`config.mk`:
```
export PLATFORM = sky130hd
export DESIGN_NAME = debug_sequencer
export DESIGN_NICKNAME = d
export VERILOG_FILES = /design/src/rtl/debug_pkg.sv /design/src/rtl/dump_serializer.sv /design/src/rtl/debug_sequencer.sv
export SDC_FILE = /design/constraint.sdc
export NUM_CORES = 1
export LEC_CHECK = 0
export CAP_MARGIN = 0
export CORE_UTILIZATION = 45
export DETAILED_ROUTE_END_ITERATION = 8
export PLACE_DENSITY = 0.75
export SLEW_MARGIN = 20
export SYNTH_ARGS = -nofsm -noshare
export SYNTH_HDL_FRONTEND = slang
export SYNTH_SLANG_ARGS = --single-unit
```
`constraint.sdc`:
```
create_clock -name CLK100MHZ -period 3.7 [get_ports CLK100MHZ]
set_clock_uncertainty 0.1 [all_clocks]
set_input_delay 0.555 -clock CLK100MHZ [delete_from_list [all_inputs] [get_ports CLK100MHZ]]
set_output_delay 0.555 -clock CLK100MHZ [all_outputs]
set_load 0.1 [all_outputs]
```
`src/rtl/debug_pkg.sv`:
```
// Shared definitions for the UART debug sequencer: host command bytes,
// controller states and the end-of-program sentinel word.
package debug_pkg;

    localparam logic [7:0] CMD_START      = 8'h01;
    localparam logic [7:0] CMD_CONTINUOUS = 8'h02;
    localparam logic [7:0] CMD_STEP_MODE  = 8'h03;
    localparam logic [7:0] CMD_REPROGRAM  = 8'h05;
    localparam logic [7:0] CMD_STEP       = 8'h06;

    localparam logic [31:0] SENTINEL = 32'hFFFF_FFFF;

    typedef enum logic [2:0] {
        ST_IDLE      = 3'd0,
        ST_PROGRAM   = 3'd1,
        ST_RUN       = 3'd2,
        ST_STEP_WAIT = 3'd3,
        ST_STEP_EXEC = 3'd4,
        ST_DUMP      = 3'd5
    } state_e;

endpackage

```
`src/rtl/dump_serializer.sv`:
```
// Latches one dump word and sends it MSB byte first over a valid/ready
// handshake; done_o pulses in the cycle the last byte is accepted.
module dump_serializer #(
    parameter int LEN = 32
) (
    input  logic           clk_i,
    input  logic           rst_i,
    input  logic           load_i,
    input  logic [LEN-1:0] word_i,
    input  logic           tx_ready_i,
    output logic [7:0]     tx_data_o,
    output logic           tx_valid_o,
    output logic           done_o
);

    localparam int NB = LEN / 8;
    localparam int CW = (NB > 1) ? $clog2(NB) : 1;

    logic [LEN-1:0] shift_q, shift_d;
    logic [CW-1:0]  cnt_q, cnt_d;
    logic           valid_q, valid_d;
    logic           accept, last_byte;

    assign accept    = valid_q && tx_ready_i;
    assign last_byte = (cnt_q == CW'(NB - 1));

    // NOTE: every always_comb output gets a default first, so no path leaves it unassigned and infers a latch.
    always_comb begin
        shift_d = shift_q;
        cnt_d   = cnt_q;
        valid_d = valid_q;
        if (load_i && !valid_q) begin
            shift_d = word_i;
            cnt_d   = '0;
            valid_d = 1'b1;
        end else if (accept) begin
            if (last_byte) begin
                valid_d = 1'b0;
            end else begin
                shift_d = shift_q << 8;
                cnt_d   = cnt_q + CW'(1);
            end
        end
    end

    // NOTE: state registers use non-blocking assignments so all flops update together at the edge.
    always_ff @(posedge clk_i or posedge rst_i) begin
        if (rst_i) begin
            shift_q <= '0;
            cnt_q   <= '0;
            valid_q <= 1'b0;
        end else begin
            shift_q <= shift_d;
            cnt_q   <= cnt_d;
            valid_q <= valid_d;
        end
    end

    // The shifter only moves on an accepted byte, so tx_data holds while stalled.
    assign tx_data_o  = shift_q[LEN-1 -: 8];
    assign tx_valid_o = valid_q;
    assign done_o     = accept && last_byte;

endmodule

```
`src/rtl/debug_sequencer.sv`:
```
// UART debug controller: decodes host commands, loads instruction memory,
// gates the pipeline (run / single step) and streams a state dump after halts.
module debug_sequencer
    import debug_pkg::*;
#(
    parameter int  LEN        = 32,
    parameter int  ADDR_W     = 10,
    parameter int  DUMP_WORDS = 40,
    localparam int SEL_W      = $clog2(DUMP_WORDS)
) (
    input  logic              CLK100MHZ,
    input  logic              SWITCH_RESET,
    input  logic [7:0]        rx_data,
    input  logic              rx_valid,
    output logic [7:0]        tx_data,
    output logic              tx_valid,
    input  logic              tx_ready,
    output logic              cpu_enable,
    output logic              cpu_reset,
    input  logic              cpu_halt,
    output logic              imem_we,
    output logic [ADDR_W-1:0] imem_addr,
    output logic [LEN-1:0]    imem_wdata,
    output logic [SEL_W-1:0]  dump_sel,
    input  logic [LEN-1:0]    dump_data,
    output logic [2:0]        state_dbg
);

    localparam logic [LEN-1:0]    SENT     = LEN'(SENTINEL);
    localparam logic [ADDR_W-1:0] ADDR_MAX = '1;
    localparam logic [SEL_W-1:0]  SEL_LAST = SEL_W'(DUMP_WORDS - 1);

    state_e            state_q, state_d, ret_q, ret_d;
    logic              enable_q, enable_d, soft_rst_q, soft_rst_d;
    logic [1:0]        byte_cnt_q, byte_cnt_d;
    logic [LEN-9:0]    asm_q, asm_d;
    logic [LEN-1:0]    wdata_q, wdata_d;
    logic              we_q, we_d, inc_q, inc_d, full_q, full_d;
    logic [ADDR_W-1:0] addr_q, addr_d;
    logic [SEL_W-1:0]  sel_q, sel_d;

    logic [LEN-1:0]    asm_word;
    logic              word_done, dump_last, ser_load, ser_valid, ser_done;

    assign asm_word  = {asm_q, rx_data};
    assign word_done = rx_valid && (state_q == ST_PROGRAM) && (byte_cnt_q == 2'd3);
    assign dump_last = ser_done && (sel_q == SEL_LAST);
    assign ser_load  = (state_q == ST_DUMP) && !ser_valid;

    always_ff @(posedge CLK100MHZ or posedge SWITCH_RESET) begin
        if (SWITCH_RESET) begin
            state_q <= ST_IDLE;
            ret_q   <= ST_IDLE;
        end else begin
            state_q <= state_d;
            ret_q   <= ret_d;
        end
    end

    always_comb begin
        state_d = state_q;
        ret_d   = ret_q;
        case (state_q)
            ST_IDLE: begin
                if (rx_valid) begin
                    case (rx_data)
                        CMD_CONTINUOUS: state_d = ST_RUN;
                        CMD_STEP_MODE:  state_d = ST_STEP_WAIT;
                        CMD_REPROGRAM:  state_d = ST_PROGRAM;
                        default:        state_d = ST_IDLE;
                    endcase
                end
            end
            ST_PROGRAM: begin
                if (word_done && (asm_word == SENT)) state_d = ST_IDLE;
            end
            ST_RUN: begin
                if (cpu_halt) begin
                    state_d = ST_DUMP;
                    ret_d   = ST_IDLE;
                end
            end
            ST_STEP_WAIT: begin
                if (rx_valid && (rx_data == CMD_STEP)) state_d = ST_STEP_EXEC;
                else if (rx_valid && (rx_data == CMD_CONTINUOUS)) state_d = ST_RUN;
            end
            ST_STEP_EXEC: begin
                state_d = ST_DUMP;
                ret_d   = cpu_halt ? ST_IDLE : ST_STEP_WAIT;
            end
            ST_DUMP: begin
                // A halt seen at any point of a step's dump ends stepping.
                if (cpu_halt) ret_d = ST_IDLE;
                if (dump_last) state_d = ret_d;
            end
            default: state_d = ST_IDLE;
        endcase
    end

    always_comb begin
        enable_d   = (state_d == ST_RUN) || (state_d == ST_STEP_EXEC);
        soft_rst_d = (state_q == ST_IDLE) && rx_valid && (rx_data == CMD_START);
    end

    always_ff @(posedge CLK100MHZ or posedge SWITCH_RESET) begin
        if (SWITCH_RESET) begin
            enable_q   <= 1'b0;
            soft_rst_q <= 1'b0;
        end else begin
            enable_q   <= enable_d;
            soft_rst_q <= soft_rst_d;
        end
    end

    always_comb begin
        byte_cnt_d = byte_cnt_q;
        asm_d      = asm_q;
        wdata_d    = wdata_q;
        addr_d     = addr_q;
        full_d     = full_q;
        we_d       = 1'b0;
        inc_d      = 1'b0;
        sel_d      = sel_q;

        // The address advances the cycle after a write; at the top it saturates and marks full.
        if (inc_q) begin
            if (addr_q == ADDR_MAX) full_d = 1'b1;
            else                    addr_d = addr_q + ADDR_W'(1);
        end
        if ((state_q == ST_IDLE) && rx_valid && (rx_data == CMD_REPROGRAM)) begin
            addr_d     = '0;
            full_d     = 1'b0;
            byte_cnt_d = '0;
            asm_d      = '0;
        end
        if ((state_q == ST_PROGRAM) && rx_valid) begin
            asm_d      = asm_word[LEN-9:0];
            byte_cnt_d = byte_cnt_q + 2'd1;
            if (word_done) begin
                wdata_d = asm_word;
                we_d    = !full_q;
                inc_d   = 1'b1;
            end
        end
        if (ser_done) sel_d = dump_last ? '0 : sel_q + SEL_W'(1);
    end

    always_ff @(posedge CLK100MHZ or posedge SWITCH_RESET) begin
        if (SWITCH_RESET) begin
            byte_cnt_q <= '0;
            asm_q      <= '0;
            wdata_q    <= '0;
            addr_q     <= '0;
            full_q     <= 1'b0;
            we_q       <= 1'b0;
            inc_q      <= 1'b0;
            sel_q      <= '0;
        end else begin
            byte_cnt_q <= byte_cnt_d;
            asm_q      <= asm_d;
            wdata_q    <= wdata_d;
            addr_q     <= addr_d;
            full_q     <= full_d;
            we_q       <= we_d;
            inc_q      <= inc_d;
            sel_q      <= sel_d;
        end
    end

    dump_serializer #(
        .LEN (LEN)
    ) u_dump_serializer (
        .clk_i      (CLK100MHZ),
        .rst_i      (SWITCH_RESET),
        .load_i     (ser_load),
        .word_i     (dump_data),
        .tx_ready_i (tx_ready),
        .tx_data_o  (tx_data),
        .tx_valid_o (ser_valid),
        .done_o     (ser_done)
    );

    assign tx_valid   = ser_valid;
    assign cpu_enable = enable_q;
    assign cpu_reset  = soft_rst_q;
    assign imem_we    = we_q;
    assign imem_addr  = addr_q;
    assign imem_wdata = wdata_q;
    assign dump_sel   = sel_q;
    assign state_dbg  = state_q;

endmodule

```
After elaboration in Yosys (flattened, before gate mapping)
Index checks and enable logic that the tools add are counted.

Word-level logic and storage cells: 102. Input bits: 45. Register bits: 120. Output and inout bits: 63.

Mux-type cells: 35. Reduce and logical (&&, ||, !) cells: 29. Equality and inequality tests: 19. Add/subtract/negate cells: 4.

Operators with widths (number): $mux W32 (3); $mux W24 (2); $eq A32 B32 Y1 const B (1); $mux W10 (3); $mux W3 (7); $pmux W3 S6 (1); $eq A8 B2 Y1 const B (2); $eq A8 B3 Y1 const B (2); $logic_and A1 B1 Y1 (13); $mux W2 (6); $reduce_bool A2 Y1 (6); $add A10 B1 Y10 const B (1); $eq A10 B10 Y1 const B (1); $mux W1 (10); $reduce_and A2 Y1 (5); $eq A3 B2 Y1 const B (3); $eq A3 B3 Y1 const B (3); $eq A8 B1 Y1 const B (1); $add A6 B1 Y6 const B (1); $eq A6 B6 Y1 const B (1); $mux W6 (1); $pmux W2 S3 (1); $pmux W3 S2 (1); $add A2 B1 Y2 const B (2); other kinds (8) (10).

Longest topological paths before layout
Gate-level depths: netlist (run 1).

Depth in word-level cells: 8. Gate-level depth with buffers: 7. Mapped depth without buffers: 7.

Cells and area by module
From an unflattened synthesis (run 1), not the netlist that was laid out.

Cells, all modules: 540. Area, all modules: 5401.4 um2.

Modules (own cells, without submodules): debug_sequencer (instances 1, seq. area each 2127.0 um2, area each 3788.6 um2, cells an instance 350); dump_serializer (instances 1, seq. area each 875.8 um2, area each 1612.8 um2, cells an instance 190).

Worst setup path after synthesis (run 1)
No wires, ideal clock.

Kind: register to register. From: reg state_q[0], in the netlist state_dbg[0]. To: reg wdata_q[21], in the netlist imem_wdata[21]. Data required time: 3.474 ns. Path buffers: 2. Period minus slack after synthesis: 2.684 ns. Data arrival time: 2.459 ns. Library setup time: 0.126 ns. Setup slack: 1.016 ns. Cell stages (with the launch flop): 7. Path through: dfrtp_1 -> buf_2 -> nand2b_1 -> nor3b_2 -> nand2_1 -> clkbuf_1 -> mux2_2.

Longest elaborated chain between the ends: 4.

Ends and longest elaborated chain: from (decl) (RTL line debug_sequencer.sv:33) `state_e state_q, state_d, ret_q, ret_d;`; from (signal assigned) (RTL line debug_sequencer.sv:55) `state_q <= state_d;`; $eq A3 B1 Y1 * (RTL line debug_sequencer.sv:46, debug_sequencer.sv:136); $logic_and A1 B1 Y1 * (RTL line debug_sequencer.sv:46, debug_sequencer.sv:136); $logic_and A1 B1 Y1 (RTL line debug_sequencer.sv:46) `assign word_done = rx_valid && (state_q == ST_PROGRAM) && (byte_cnt_q == 2'd3);`; $reduce_and A2 Y1 (no line) *; to (signal assigned) (RTL line debug_sequencer.sv:161) `wdata_q <= wdata_d;`; to (decl) (RTL line debug_sequencer.sv:37) `logic [LEN-1:0] wdata_q, wdata_d;`.

Mark *: on every way between the ends. The rest lies on a longest branch, timed or not. A chain may end at the register's enable or synchronous reset.

Worst setup path after layout (run 1)
From: reg state_q[1], in the netlist state_dbg[1]. To: out state_dbg[1].

RTL lines: to (decl) (RTL line debug_sequencer.sv:26) `output logic [2:0] state_dbg`.

No word-level cell between the ends.

==> results of run 1 <==
==> final cells by class <==
type	count	area (um2)	share of cell area [%]
Inverter	4	18.8	0.265
Timing Repair Buffer	118	1190	16.8
Clock inverter	8	140	1.98
Tap cell	143	179	2.53
Clock buffer	24	502	7.08
Multi-Input combinational cell	328	2050	29.0
Sequential cell	120	3000	42.4
==> per-stage QoR <==
| stage | utilization (%) | setup slack (ns) | hold WS, ns |
|---|---|---|---|
| after floorplan | - | 1.02 | 0.304 |
| after global placement | 56.5 | 0.795 | 0.323 |
| after detailed placement | 56.5 | 0.706 | 0.320 |
| after CTS | 62.1 | 0.844 | 0.330 |
| after global routing | 62.3 | 0.782 | 0.349 |
| final | 62.3 | 0.852 | 0.322 |
==> layer usage <==
metal,vias to the layer above,global-route usage (%)
li1,1906,-
met1,1976,28.3
met2,147,32.7
met3,15,6.22
met4,0,8.48
met5,-,0
==> logic make-up after synthesis <==
logic type                 Yosys count  synth area share (%)
and+or+nand+nor                    178                  16.5
adders and majority gates            4                 0.957
AOI/OAI and AO/OA                   89                  10.2
DFF                                120                  57.4
buffers and inverters               36                  3.56
muxes                               46                  9.52
xor gates and xnor gates            11                  1.84
==> worst max-delay path by stage <==
stage | startpoint | depth (start not counted) | slack (ns) | endpoint
3_5_place_dp | rx_data[3] | 8 | 0.71 | byte_cnt_q[0]
3_3_place_gp | rx_data[3] | 8 | 0.80 | byte_cnt_q[0]
6_report | state_dbg[1] | 1 | 0.85 | state_dbg[1]
2_1_floorplan | state_dbg[0] | 6 | 1.02 | imem_wdata[21]
4_1_cts | state_dbg[1] | 1 | 0.84 | state_dbg[1]
5_1_grt | state_dbg[1] | 1 | 0.78 | state_dbg[1]
==> layout by cell type, fill, tap and decap left out, types with 4 or more instances in the layout <==
| master | synthesis | routed |
|---|---|---|
| o21ai_0 | 51 | 51 |
| xnor2_1 | 8 | 8 |
| buf_4 | 8 | 9 |
| a21oi_1 | 8 | 8 |
| nand3_1 | 5 | 5 |
| mux2_2 | 30 | 30 |
| dfrtp_1 | 120 | 120 |
| a22oi_1 | 9 | 9 |
| mux2i_1 | 16 | 16 |
| nor2_1 | 21 | 19 |
| bufinv_16 | 0 | 4 |
| nand2_1 | 102 | 102 |
| clkbuf_16 | 0 | 17 |
| clkdlybuf4s50_1 | 0 | 106 |
| nand4_1 | 14 | 14 |
| clkbuf_8 | 0 | 5 |
| ha_1 | 4 | 4 |
| clkinv_2 | 0 | 4 |
| a22o_1 | 9 | 9 |
==> registers in the layout, indices dropped and copies added, names as in the netlist, 2 cells and up <==
register / cells
asm_q: 24
byte_cnt_q: 2
dump_sel: 6
imem_addr: 10
imem_wdata: 32
ret_q: 3
state_dbg: 3
u_dump_serializer.cnt_q: 2
u_dump_serializer.shift_q: 32
==> results.yml, run 1 <==
run_status:
  status: "finished, final reports clean"
placed_design:
  detailed_place_hpwl_um: 7770
  gpl.final_weighted_congestion: 0.808
  dpl.cell_count: 712
  port_buffers: 107
  place_area_um2: 6420
critical_path:
  worst_r2r_dst: "cpu_enable"
  crit_required_ns: 3.04
  r2r_cells: 6
  crit_family: "buffers and inverters"
  cp_num_buf_inv: 1
  cp_max_fo: 13
  regToRegStartpoint: "state_dbg[1]"
  crit_path_max_incr_delay_ns: 1.22
  crit_path_start_kind: "flop"
  critical_path_top_delay_cell: "clkdlybuf4s50_1"
  regToRegSetupSlack_ns: 1.10
  crit_chain: "clkdlybuf4s50_1"
  arrival_ns: 2.19
  worstSetupPathType: "reg2out"
  critical_path.endpoint_type: "output pin"
cts:
  htreeDepth: 4
  cts.path.max_buffers: 2
  tritoncts.num_buffers: 17
  clock-root-buffer: "clkbuf_16"
  cts_num_sinks: 120
  cts_setup_buffers: 0
  clkSlewWorstSetupHoldPaths_ns: 0.05
  insertion_delay_ns: 0.41
  cts_resized: 0
  tritoncts: "built"
  cts_hold_buf: 0
die:
  initial_utilization_pct: 46.0
  fp.dieH_um: 110
  overall_die_width_um: 110
  placementRows: 39
  floorplan.die_area_um2: 12100
  coreArea_um2: 11400
  io_pins: 108
synthesis:
  ys_top_cells_by_count: "120 x dfrtp_1, 102 x nand2_1, 51 x o21ai_0"
  asyncSetResetFlopFracSynth_pct: 100
  syn_inst: 484
  synth_fp_nets: 533
  synth_sequential_area_ratio_pct: 57.4
  yosys.area.top_type: "dfrtp_1"
  synth_top_cell_area_share_pct: 57.4
  synth_warnings: 0
  post_synthesis_sequential_element_count: 120
  dominantRegCellSynth: "dfrtp_1"
  synth-edff-count: 0
  synthMostInstantiatedCell: "dfrtp_1"
  synthDistinctLibCells: 46
  syn_area_per_cell_um2: 10.8
  syn_area_um2: 5230
  synth.area.top_cells: "dfrtp_1 57%, nand2_1 7.3%, mux2_2 6.5%"
min_path:
  hold_path.class: "reg2reg"
  worstHoldPathCells: 1
  min_delay_worst_endpoint: "imem_we"
  min_from: "full_q"
route:
  met3_length_um: 808
  initialDrtViolationCount: 305
  detail-route-antenna-nets: 0
  dr_wl_met2_um: 5590
  routed_wirelength_normalized_by_instance_count_um: 15.7
  wirelength_met1_um: 5180
  drc_errors: 0
  detailroute.via_count: 4044
  dr.pass1.iters: 4
  drt-vias-per-instance: 5.43
  route.top_layer_used: "met4"
  routed_wirelength_um: 11700
timing:
  grt_setup_unrepaired: "no"
  hold_violations: 0
  max_slew_margin_pct: 32.5
  timing_worst_slew_pin_value_ns: 1.01
  fmax_ghz: 0.351
  min_period_ns: 2.85
  report.final.setup_viol: 0
  timing.setup.tns_ns: 0
  final-max-slew-violation-count: 0
  final_min_period_over_clock_period_pct: 77.0
grt:
  pin_count_of_the_biggest_net_entering_global_routing: 51
  groute.usage.overall_pct: 21.3
  grt_antenna_before_repair: 0
  overflow: 0
  vias_in_the_first_global_route: 3993
  global_route_wire_length_before_repair_um: 19600
final_layout:
  num_antenna_cells: 0
  finish.net_count: 638
  final_cell_area_um2: 7080
  filler_cell_count: 916
  instances_no_fill: 745
  layout-drive-gt1-share_pct: 14.3
  area_delta_synth_final_pct: 35.4
job:
  cap_violations: 0
Power of run 1 is not shown: default switching activity piles up to over one toggle a cycle in this logic, so the estimate is an artifact.
==> run 2: changes to the inputs <==
Clock period 3.7 ns to 2.4 ns, I/O delays scaled along.
==> run 2 against run 1 <==
Clock-buffer cell count down 3. Highest routed layer unchanged. Critical path depth rose by 6. First-iteration DRC count up 1.6%. Design area decreased by 1.3%. Non-clock buffer count up 11. Worst hold slack lost 0.11 ns. Via count shrank 0.62%. Flip-flop and latch count is the same. Wire length about the same. Sequential share of layout area is 0.65 points higher. Critical endpoint is now imem_addr[6]. Worst setup slack got worse by 0.67 ns.
==> results.yml, run 2 (same netlist as run 1, synthesis figures left out) <==
run_status:
  status: "finished, final reports clean"
timing:
  min_period_ns: 2.22
  finalWorstSetupSlack_ns: 0.180
  fmax_ghz: 0.450
  hold_violations: 0
  report.final.setup_viol: 0
  final-max-slew-violation-count: 0
  max_slew_margin_pct: 49.5
  timing.setup.tns_ns: 0
  final_min_period_over_clock_period_pct: 92.5
  grt_setup_unrepaired: "no"
  timing_worst_slew_pin_value_ns: 0.756
final_layout:
  multiInputGateArea_um2: 2050
  area_delta_synth_final_pct: 33.7
  layout_commonest_cell: "dfrtp_1"
  instances_no_fill: 754
  finish.net_count: 649
  mostFrequentLayoutCells: "114 x dfrtp_1, 102 x nand2_1, 82 x buf_4"
  filler_cell_count: 922
  num_antenna_cells: 0
  final_cell_area_um2: 7000
  ff_latch_area_um2: 3010
  layout-drive-gt1-share_pct: 26.8
cts:
  tritoncts.num_buffers: 17
  cts.path.max_buffers: 2
  clock-root-buffer: "clkbuf_16"
  tritoncts: "built"
  cts_setup_buffers: 0
  cts_resized: 0
  clkSlewWorstSetupHoldPaths_ns: 0.05
  htreeDepth: 4
  cts_hold_buf: 0
  cts_num_sinks: 120
  insertion_delay_ns: 0.41
route:
  route.top_layer_used: "met4"
  drt-vias-per-instance: 5.33
  initialDrtViolationCount: 310
  dr_wl_met2_um: 5600
  detail-route-antenna-nets: 0
  drc_errors: 0
  wirelength_met1_um: 5350
  dr.pass1.iters: 4
  met3_length_um: 659
  routed_wirelength_normalized_by_instance_count_um: 15.5
  routed_wirelength_um: 11700
  detailroute.via_count: 4019
grt:
  grt_antenna_before_repair: 0
  groute.usage.overall_pct: 20.9
  global_route_wire_length_before_repair_um: 19000
  overflow: 0
  vias_in_the_first_global_route: 3774
  pin_count_of_the_biggest_net_entering_global_routing: 65
die:
  io_pins: 108
  coreArea_um2: 11400
  initial_utilization_pct: 46.0
  fp.dieH_um: 110
  placementRows: 39
  overall_die_width_um: 110
  floorplan.die_area_um2: 12100
job:
  cap_violations: 0
critical_path:
  arrival_ns: 2.39
  startpoint: "rx_data[3]"
  worst_r2r_dst: "cpu_enable"
  crit_required_ns: 2.57
  critical_path.endpoint_type: "flop"
  cp_max_fo: 11
  crit_path_start_kind: "primary input"
  r2r_cells: 6
  regToRegStartpoint: "state_dbg[1]"
  critical_path_top_delay_cell: "or4_4"
  regToRegSetupSlack_ns: 0.38
  crit_end: "imem_addr[6]"
  crit_path_max_incr_delay_ns: 0.56
  crit_chain: "clkdlybuf4s50_1 -> or4_4 -> nor3b_4 -> nand3_1 -> nor3b_2 -> buf_4 -> a21oi_1"
  worstSetupPathType: "in2reg"
placed_design:
  detailed_place_hpwl_um: 7890
  dpl.cell_count: 724
  place_area_um2: 6380
  port_buffers: 107
  post_placement_setup_slack_ns: -0.224
  gpl.final_weighted_congestion: 0.865
min_path:
  hold_path.class: "in2async"
==> run 2: cell types whose count changed in the layout (fill, tap and decap cells not counted), moves of 2 or more <==
cell             delta
buf_4              +73
clkbuf_8            -2
dfrtp_1             -6
clkdlybuf4s50_1    -62
dfrtp_2             +6
==> run 2: worst min path at each step <==
stage | cells after the start | end | from | slack, ns
global route | 2 | imem_addr[9] | SWITCH_RESET | 0.25
global placement | 1 | imem_we | full_q | 0.33
finish | 2 | imem_addr[9] | SWITCH_RESET | 0.21
detailed placement | 1 | imem_we | full_q | 0.34
floorplan | 1 | imem_we | full_q | 0.30
CTS | 2 | imem_wdata[21] | SWITCH_RESET | 0.21
==> run 2: layout make-up <==
type                    instances  share of cell area (%)
well taps                     143                    2.56
multi-input cells             328                    29.4
inverters                       4                   0.268
clock buffers                  21                    6.73
clock inverters                 9                    2.11
flip-flops and latches        120                    43.0
repair buffers                129                    16.0
==> run 2: worst max-delay path, delay by kind of cell <==
| family | cells | cell delay, ns |
|---|---|---|
| simple gates | 4 | 1.30 |
| buf+inv | 2 | 0.66 |
| compound gates | 1 | 0.07 |
==> run 2: per-stage QoR <==
stage	hold WS, ns	util [%]
2_1_floorplan	0.304	-
5_1_grt	0.253	61.5
6_report	0.210	61.5
3_5_place_dp	0.337	56.1
4_1_cts	0.208	61.5
3_3_place_gp	0.329	56.1
==> run 2: layer usage <==
layer	global-route usage, %	up-vias
li1	-	1927
met1	27.4	1971
met2	33.1	111
met3	6.52	10
met4	6.29	0
met5	0	-
Power of run 2 is left out for the same reason.
